## src/rtl/mouse_frame_accum_if.sv

```systemverilog
// Signal bundle between the HPS mouse source / video timing and mouse_frame_accum.
// The master drives raw mouse events, VDE and EN; the slave returns the per-frame word and buttons.
interface mouse_frame_accum_if;
    logic [24:0] PS2_MOUSE;
    logic        VDE;
    logic        EN;
    logic [24:0] MOUSE_OUT;
    logic [2:0]  BTN;

    modport master (
        output PS2_MOUSE,
        output VDE,
        output EN,
        input  MOUSE_OUT,
        input  BTN
    );

    modport slave (
        input  PS2_MOUSE,
        input  VDE,
        input  EN,
        output MOUSE_OUT,
        output BTN
    );
endinterface

```

## src/rtl/mouse_frame_accum.sv

```systemverilog
// Accumulates toggle-qualified PS/2 mouse deltas and emits one clamped packet per VDE falling edge.
// Optional feature: define MOUSE_ACCEL_EN to double deltas of magnitude 8 or more before accumulation.
module mouse_frame_accum #(
    parameter int ACC_W   = 12,
    parameter int OVF_MAG = 255
) (
    input  logic                 CLK,
    input  logic                 RESET_N,
    mouse_frame_accum_if.slave   bus
);

    // Deltas are handled two bits wider than the accumulator so sums never wrap before clamping.
    localparam int WW = ACC_W + 2;

    localparam logic signed [WW-1:0]    OVF_W      = WW'(OVF_MAG);
    localparam logic signed [WW-1:0]    ACC_MAX_W  = WW'((1 << (ACC_W - 1)) - 1);
    localparam logic signed [ACC_W-1:0] OUT_HI_A   = ACC_W'(255);
    localparam logic signed [ACC_W-1:0] OUT_LO_A   = ACC_W'(-256);
`ifdef MOUSE_ACCEL_EN
    localparam logic signed [WW-1:0]    ACCEL_MIN  = WW'(8);
`endif

    function automatic logic signed [WW-1:0] delta_decode(
        input logic       sgn,
        input logic       ovf,
        input logic [7:0] mag
    );
        logic signed [WW-1:0] d;
        if (ovf) begin
            if (sgn) begin
                d = -OVF_W;
            end else begin
                d = OVF_W;
            end
        end else begin
            d = {{(WW-8){sgn}}, mag};
        end
        return d;
    endfunction

`ifdef MOUSE_ACCEL_EN
    function automatic logic signed [WW-1:0] accel_delta(input logic signed [WW-1:0] d);
        logic signed [WW-1:0] r;
        if ((d >= ACCEL_MIN) || (d <= -ACCEL_MIN)) begin
            r = d <<< 1;
            if (r > OVF_W) begin
                r = OVF_W;
            end else if (r < -OVF_W) begin
                r = -OVF_W;
            end else begin
                r = d <<< 1;
            end
        end else begin
            r = d;
        end
        return r;
    endfunction
`endif

    // Symmetric saturation: the most negative code of the accumulator is never produced.
    function automatic logic signed [ACC_W-1:0] sat_add(
        input logic signed [ACC_W-1:0] acc,
        input logic signed [WW-1:0]    d
    );
        logic signed [WW-1:0]    sum;
        logic signed [ACC_W-1:0] res;
        sum = {{2{acc[ACC_W-1]}}, acc} + d;
        if (sum > ACC_MAX_W) begin
            res = ACC_MAX_W[ACC_W-1:0];
        end else if (sum < -ACC_MAX_W) begin
            res = -ACC_MAX_W[ACC_W-1:0];
        end else begin
            res = sum[ACC_W-1:0];
        end
        return res;
    endfunction

    function automatic logic signed [8:0] clamp_out(input logic signed [ACC_W-1:0] acc);
        logic signed [8:0] res;
        if (acc > OUT_HI_A) begin
            res = 9'h0FF;
        end else if (acc < OUT_LO_A) begin
            res = 9'h100;
        end else begin
            res = acc[8:0];
        end
        return res;
    endfunction

    logic                    tog_r;
    logic                    vde_r;
    logic signed [ACC_W-1:0] acc_x_r;
    logic signed [ACC_W-1:0] acc_y_r;
    logic [24:0]             mouse_out_r;
    logic [2:0]              btn_r;
    logic [2:0]              btn_sent_r;

    logic                    event_s;
    logic                    fall_s;
    logic                    need_s;
    logic                    emit_s;
    logic signed [WW-1:0]    dx_s;
    logic signed [WW-1:0]    dy_s;
    logic signed [8:0]       out_x_s;
    logic signed [8:0]       out_y_s;
    logic signed [ACC_W-1:0] sum_x_s;
    logic signed [ACC_W-1:0] sum_y_s;
    logic signed [ACC_W-1:0] acc_x_s;
    logic signed [ACC_W-1:0] acc_y_s;
    logic [24:0]             mouse_out_s;
    logic [2:0]              btn_s;
    logic [2:0]              btn_sent_s;
    logic                    unused_s;

    // Bit 3 of the raw word carries no information for this stage.
    assign unused_s = bus.PS2_MOUSE[3];

    // Event decode, delta scaling, emission decision and next-state computation.
    always_comb begin
        event_s = bus.PS2_MOUSE[24] ^ tog_r;
        fall_s  = bus.EN & ~bus.VDE & vde_r;
        need_s  = (acc_x_r != {ACC_W{1'b0}}) | (acc_y_r != {ACC_W{1'b0}}) | (btn_r != btn_sent_r);
        emit_s  = fall_s & need_s;

`ifdef MOUSE_ACCEL_EN
        dx_s = accel_delta(delta_decode(bus.PS2_MOUSE[4], bus.PS2_MOUSE[6], bus.PS2_MOUSE[15:8]));
        dy_s = accel_delta(delta_decode(bus.PS2_MOUSE[5], bus.PS2_MOUSE[7], bus.PS2_MOUSE[23:16]));
`else
        dx_s = delta_decode(bus.PS2_MOUSE[4], bus.PS2_MOUSE[6], bus.PS2_MOUSE[15:8]);
        dy_s = delta_decode(bus.PS2_MOUSE[5], bus.PS2_MOUSE[7], bus.PS2_MOUSE[23:16]);
`endif

        // The packet is clamped from the pre-event value; a same-cycle delta lands in the residual.
        out_x_s = clamp_out(acc_x_r);
        out_y_s = clamp_out(acc_y_r);

        if (event_s) begin
            sum_x_s = sat_add(acc_x_r, dx_s);
            sum_y_s = sat_add(acc_y_r, dy_s);
        end else begin
            sum_x_s = acc_x_r;
            sum_y_s = acc_y_r;
        end

        if (!bus.EN) begin
            acc_x_s = {ACC_W{1'b0}};
            acc_y_s = {ACC_W{1'b0}};
        end else if (emit_s) begin
            acc_x_s = sum_x_s - {{(ACC_W-9){out_x_s[8]}}, out_x_s};
            acc_y_s = sum_y_s - {{(ACC_W-9){out_y_s[8]}}, out_y_s};
        end else begin
            acc_x_s = sum_x_s;
            acc_y_s = sum_y_s;
        end

        if (emit_s) begin
            mouse_out_s = {~mouse_out_r[24], out_y_s[7:0], out_x_s[7:0], 2'b00,
                           out_y_s[8], out_x_s[8], 1'b0, btn_r};
            btn_sent_s  = btn_r;
        end else begin
            mouse_out_s = mouse_out_r;
            btn_sent_s  = btn_sent_r;
        end

        if (event_s) begin
            btn_s = bus.PS2_MOUSE[2:0];
        end else begin
            btn_s = btn_r;
        end
    end

    // State registers; reset leaves toggle copy at 0 so a pending toggle=1 counts as an event.
    always_ff @(posedge CLK or negedge RESET_N) begin
        if (!RESET_N) begin
            tog_r       <= 1'b0;
            vde_r       <= 1'b0;
            acc_x_r     <= {ACC_W{1'b0}};
            acc_y_r     <= {ACC_W{1'b0}};
            mouse_out_r <= 25'h0000000;
            btn_r       <= 3'b000;
            btn_sent_r  <= 3'b000;
        end else begin
            tog_r       <= bus.PS2_MOUSE[24];
            vde_r       <= bus.VDE;
            acc_x_r     <= acc_x_s;
            acc_y_r     <= acc_y_s;
            mouse_out_r <= mouse_out_s;
            btn_r       <= btn_s;
            btn_sent_r  <= btn_sent_s;
        end
    end

    assign bus.MOUSE_OUT = mouse_out_r;
    assign bus.BTN       = btn_r;

endmodule

```

## src/flat_wrapper.sv

```systemverilog
// flat-port wrapper written by rule: the top's interface ports become plain ports
module mouse_frame_accum_flat 
#(
    parameter int ACC_W   = 12,
    parameter int OVF_MAG = 255
)
  (CLK, RESET_N, bus_PS2_MOUSE, bus_VDE, bus_EN, bus_MOUSE_OUT, bus_BTN);
  mouse_frame_accum_if bus_i ();
  input  logic CLK;
  input  logic RESET_N;
  input wire logic [$bits(bus_i.PS2_MOUSE)-1:0] bus_PS2_MOUSE;
  input wire logic [$bits(bus_i.VDE)-1:0] bus_VDE;
  input wire logic [$bits(bus_i.EN)-1:0] bus_EN;
  output wire logic [$bits(bus_i.MOUSE_OUT)-1:0] bus_MOUSE_OUT;
  output wire logic [$bits(bus_i.BTN)-1:0] bus_BTN;
  assign bus_i.PS2_MOUSE = bus_PS2_MOUSE;
  assign bus_i.VDE = bus_VDE;
  assign bus_i.EN = bus_EN;
  assign bus_MOUSE_OUT = bus_i.MOUSE_OUT;
  assign bus_BTN = bus_i.BTN;
  mouse_frame_accum #(.ACC_W(ACC_W), .OVF_MAG(OVF_MAG)) u_core (.CLK(CLK), .RESET_N(RESET_N), .bus(bus_i));
endmodule
```

## config.mk

```make
export PLATFORM = sky130hd
export DESIGN_NAME = mouse_frame_accum_flat
export DESIGN_NICKNAME = d
export VERILOG_FILES = /design/src/rtl/mouse_frame_accum_if.sv /design/src/rtl/mouse_frame_accum.sv /design/src/flat_wrapper.sv
export SDC_FILE = /design/constraint.sdc
export NUM_CORES = 1
export LEC_CHECK = 0
export BUFFER_PORTS_ARGS = -buffer_cell sky130_fd_sc_hd__buf_2
export CORE_MARGIN = 4
export CORE_UTILIZATION = 46
export CTS_BUF_LIST = sky130_fd_sc_hd__clkbuf_8
export CTS_CLUSTER_DIAMETER = 120
export DETAILED_ROUTE_END_ITERATION = 8
export PLACE_DENSITY = 0.69
export SETUP_SLACK_MARGIN = 0.02
export SYNTH_ARGS = -nofsm -noshare
export SYNTH_HDL_FRONTEND = slang
export SYNTH_SLANG_ARGS = --single-unit
```

## constraint.sdc

```tcl
create_clock -name CLK -period 5.04 [get_ports CLK]
set_input_delay 1.008 -clock CLK [delete_from_list [all_inputs] [get_ports CLK]]
set_output_delay 1.008 -clock CLK [all_outputs]
set_load 0.02 [all_outputs]
```

==> flow_summary.yaml <==
setup_path:
  critPathArrivalTime_ns: 5.55
  crit_buf_inv: 2
  cp_slowest_stage_delay_ns: 0.50
  rr_worst_depth: 20
  cp.depth: 22
  crit_family: "compound AO/OA/AOI/OAI gates"
  crit_required_ns: 5.25
  cpMaxStageDelayCell: "or4_1"
  crit_chain: "buf_8 > or2_4 > ha_4 > fa_2 > a21o_1 > a21oi_2 > xnor2_2 > or4_1 > and4bb_2 > o21ai_4 > nor2_4 > nor3_2 > ha_1 > nor2b_1 > o31a_1 > o41ai_2 > o21ai_2 > o41ai_2 > buf_4 > mux2i_1 > o21ai_1 > o31a_1"
  cp-start-kind: "primary input"
  crit_type: "in -> reg"
  worstPathMaxFanout: 5
  critPathCaptureType: "register"
timing:
  max_slew_margin: 0.508
  finalHoldViolations: 0
  clock-skew-final_ns: 0.0134
  setup_viol: 3
  period_share: 1.06
  setup_ws_ns: -0.299
  tightest_slew_ns: 0.738
  finalMaxSlewViolations: 0
  rsz0062_at_grt: "true"
  min_period_ns: 5.34
  max_freq_mhz: 187
routing:
  vias: 5489
  dr.pass1.iters: 5
  wl_per_cell_um: 16.5
  avgViaCountPerCell: 5.77
  drcViolationCount: 0
  antenna_left: 0
  routed_wl_um: 15700
  drt-initial-drc-count: 345
run_status:
  outcome: "finished, violations left"
  failed_checks: "negative setup slack"
floorplanning:
  fp.dieH_um: 113
  die_width_um: 113
  dieArea_sq_um: 12800
  pin_count: 57
  fp-row-count: 38
  initial_core_util: 0.469
  fp.coreArea_sq_um: 10800
synthesis:
  async_flop_share: 1.00
  ys_ff_latch: 51
  synth_ff_type: "dfrtp_1"
  synth_area_sq_um: 5080
  synth-edff-count: 0
  synthDistinctLibCells: 71
  synth_warnings: 0
  synthCells: 633
  avgSynthCellArea_sq_um: 8.03
  ys_seq_area_frac: 0.251
run:
  cap_viol_max_count: 0
placement:
  port_buffers: 52
  finalWeightedCongestion: 0.895
  hpwlAfterDp_um: 11300
hold_path:
  hp-class: "reg -> reg"
  hold_depth: 1
cts:
  cts_tree: "built"
  numCtsBuffers: 5
  clk-insertion-delay-late_ns: 0.33
  cts-root-buf: "clkbuf_8"
  htreeDepth: 2
  path_clk_slew_ns: 0.11
  clock-sinks: 51
  ctsHoldBuffers: 0
  cts_max_path_buffers: 2
layout:
  syn_to_final_growth_pct: 40.6
  nets: 892
  multi_input_comb_area_sq_um: 4080
  utilization: 0.659
  drive_above_1_share: 0.367
  nFillCells: 901
  diodes: 0
  seq_area_sq_um: 1280
grt:
  track_usage: 0.236
  antenna_found_initial: 0
  gr-total-overflow: 0
  grt_pass1_wl_um: 25200
  grt_max_degree: 75
  grt_pass1_vias: 5456
placed cells by master, fill, tap and decap left out, types with 6 or more instances in the layout:
cell type / n
nor3_1: 13
nand2_1: 56
nand3_1: 10
xnor2_1: 15
buf_2: 49
a21oi_2: 16
a21o_1: 15
o21ai_1: 14
dfrtp_1: 51
a21oi_1: 18
ha_1: 37
inv_1: 29
ha_4: 6
o22ai_1: 17
nor2_1: 62
o21ai_0: 47
clkbuf_8: 6
o21ai_2: 6
o211ai_1: 10
nand2b_1: 8
buf_4: 135
a31oi_1: 17
xor2_1: 16
and2_1: 7
metrics by stage:
stage | setup TNS, ns | worst slack (ns) | hold slack, ns | instances | cell area [sq um]
CTS | -0.487 | -0.392 | 0.477 | 941 | 6820
floorplan | -0.612 | -0.353 | 0.545 | 635 | 5190
finish | -0.452 | -0.299 | 0.473 | 952 | 7150
global route | -1.31 | -0.467 | 0.492 | 952 | 7150
detailed placement | -5.22 | -0.796 | 0.462 | 923 | 6410
global placement | -4.17 | -0.681 | 0.455 | 923 | 6410
cell usage after synthesis (5+ instances only):
| master | count | share of area |
|---|---|---|
| nor3_1 | 16 | 0.016 |
| xor2_1 | 17 | 0.029 |
| nor2_1 | 64 | 0.047 |
| nor2b_1 | 8 | 0.0098 |
| o21a_1 | 5 | 0.0074 |
| o21ai_0 | 65 | 0.064 |
| a21oi_1 | 32 | 0.032 |
| nand2_1 | 60 | 0.044 |
| and2_1 | 7 | 0.0086 |
| dfrtp_1 | 51 | 0.25 |
| xnor2_1 | 19 | 0.033 |
| inv_1 | 29 | 0.021 |
| mux2i_1 | 6 | 0.012 |
| mux2_2 | 5 | 0.011 |
| buf_4 | 6 | 0.0089 |
| ha_1 | 48 | 0.12 |
| o22ai_1 | 17 | 0.021 |
| nand3_1 | 11 | 0.011 |
| a31oi_1 | 20 | 0.025 |
| buf_2 | 11 | 0.011 |
| o211ai_1 | 10 | 0.015 |
| a21o_1 | 15 | 0.022 |
| nand2b_1 | 10 | 0.012 |
| clkbuf_1 | 5 | 0.0037 |
metal layers:
layer,track usage,wire [um],share of wire,vias to the layer above
li1,-,-,-,2677
met1,0.266,6360,0.40,2621
met2,0.452,8250,0.52,147
met3,0.0219,548,0.035,44
met4,0.0946,578,0.037,0
met5,0,0,0,-
cell families (layout without fill, tap and decap cells):
kind of cell / count (synthesis) / count (layout) / share of synthesized area
AO/OA/AOI/OAI: 217 / 218 / 0.280
AND/OR/NAND/NOR: 212 / 212 / 0.201
buffers and inverters: 53 / 229 / 0.0478
adder cells (fa/ha/maj): 52 / 52 / 0.134
flip-flops: 51 / 51 / 0.251
XOR/XNOR: 36 / 36 / 0.0620
multiplexers: 11 / 11 / 0.0229
other: 1 / 3 / 0.000738
path summary, 6_finish.rpt:
kind	start	to	slack (ns)
worst max-delay path	bus_PS2_MOUSE[6]	u_core.acc_x_r[11]$_DFF_PN0_	-0.30
worst min-delay path	u_core.bus.MOUSE_OUT[24]$_DFFE_PN0P_	u_core.bus.MOUSE_OUT[24]$_DFFE_PN0P_	0.47
worst max register to register	u_core.acc_x_r[2]$_DFF_PN0_	u_core.acc_x_r[11]$_DFF_PN0_	0.29
worst min register to register	u_core.bus.MOUSE_OUT[24]$_DFFE_PN0P_	u_core.bus.MOUSE_OUT[24]$_DFFE_PN0P_	0.47
max in group asynchronous	RESET_N	u_core.bus.MOUSE_OUT[20]$_DFFE_PN0P_	3.77
min in group asynchronous	RESET_N	u_core.bus.MOUSE_OUT[24]$_DFFE_PN0P_	0.80
registers in the layout, summed over array words and instances, names as in the netlist:
name	count
u_core.bus.MOUSE_OUT	20
u_core.btn_sent_r	2
u_core.acc_y_r	12
u_core.bus.BTN	3
u_core.vde_r	1
u_core.acc_x_r	12
u_core.tog_r	1
final cells by class:
class | instances | share of cell area
Timing Repair Buffer | 192 | 0.193
Multi-Input combinational cell | 532 | 0.571
Inverter | 29 | 0.0152
Clock inverter | 2 | 0.00543
Clock buffer | 6 | 0.0116
Tap cell | 140 | 0.0245
Sequential cell | 51 | 0.179
repair_timing:
| action | 4_1_cts | 5_1_grt |
|---|---|---|
| gates cloned | 2 | 0 |
| pin swaps | 30 | 56 |
| buffers inserted | 8 | 12 |
| setup endpoints to repair | 9 | 13 |
| gates resized for setup | 42 | 63 |
Power is left out: the tool's default activity adds up to more than one toggle a clock period on the data nets, which glitch-free logic cannot reach.
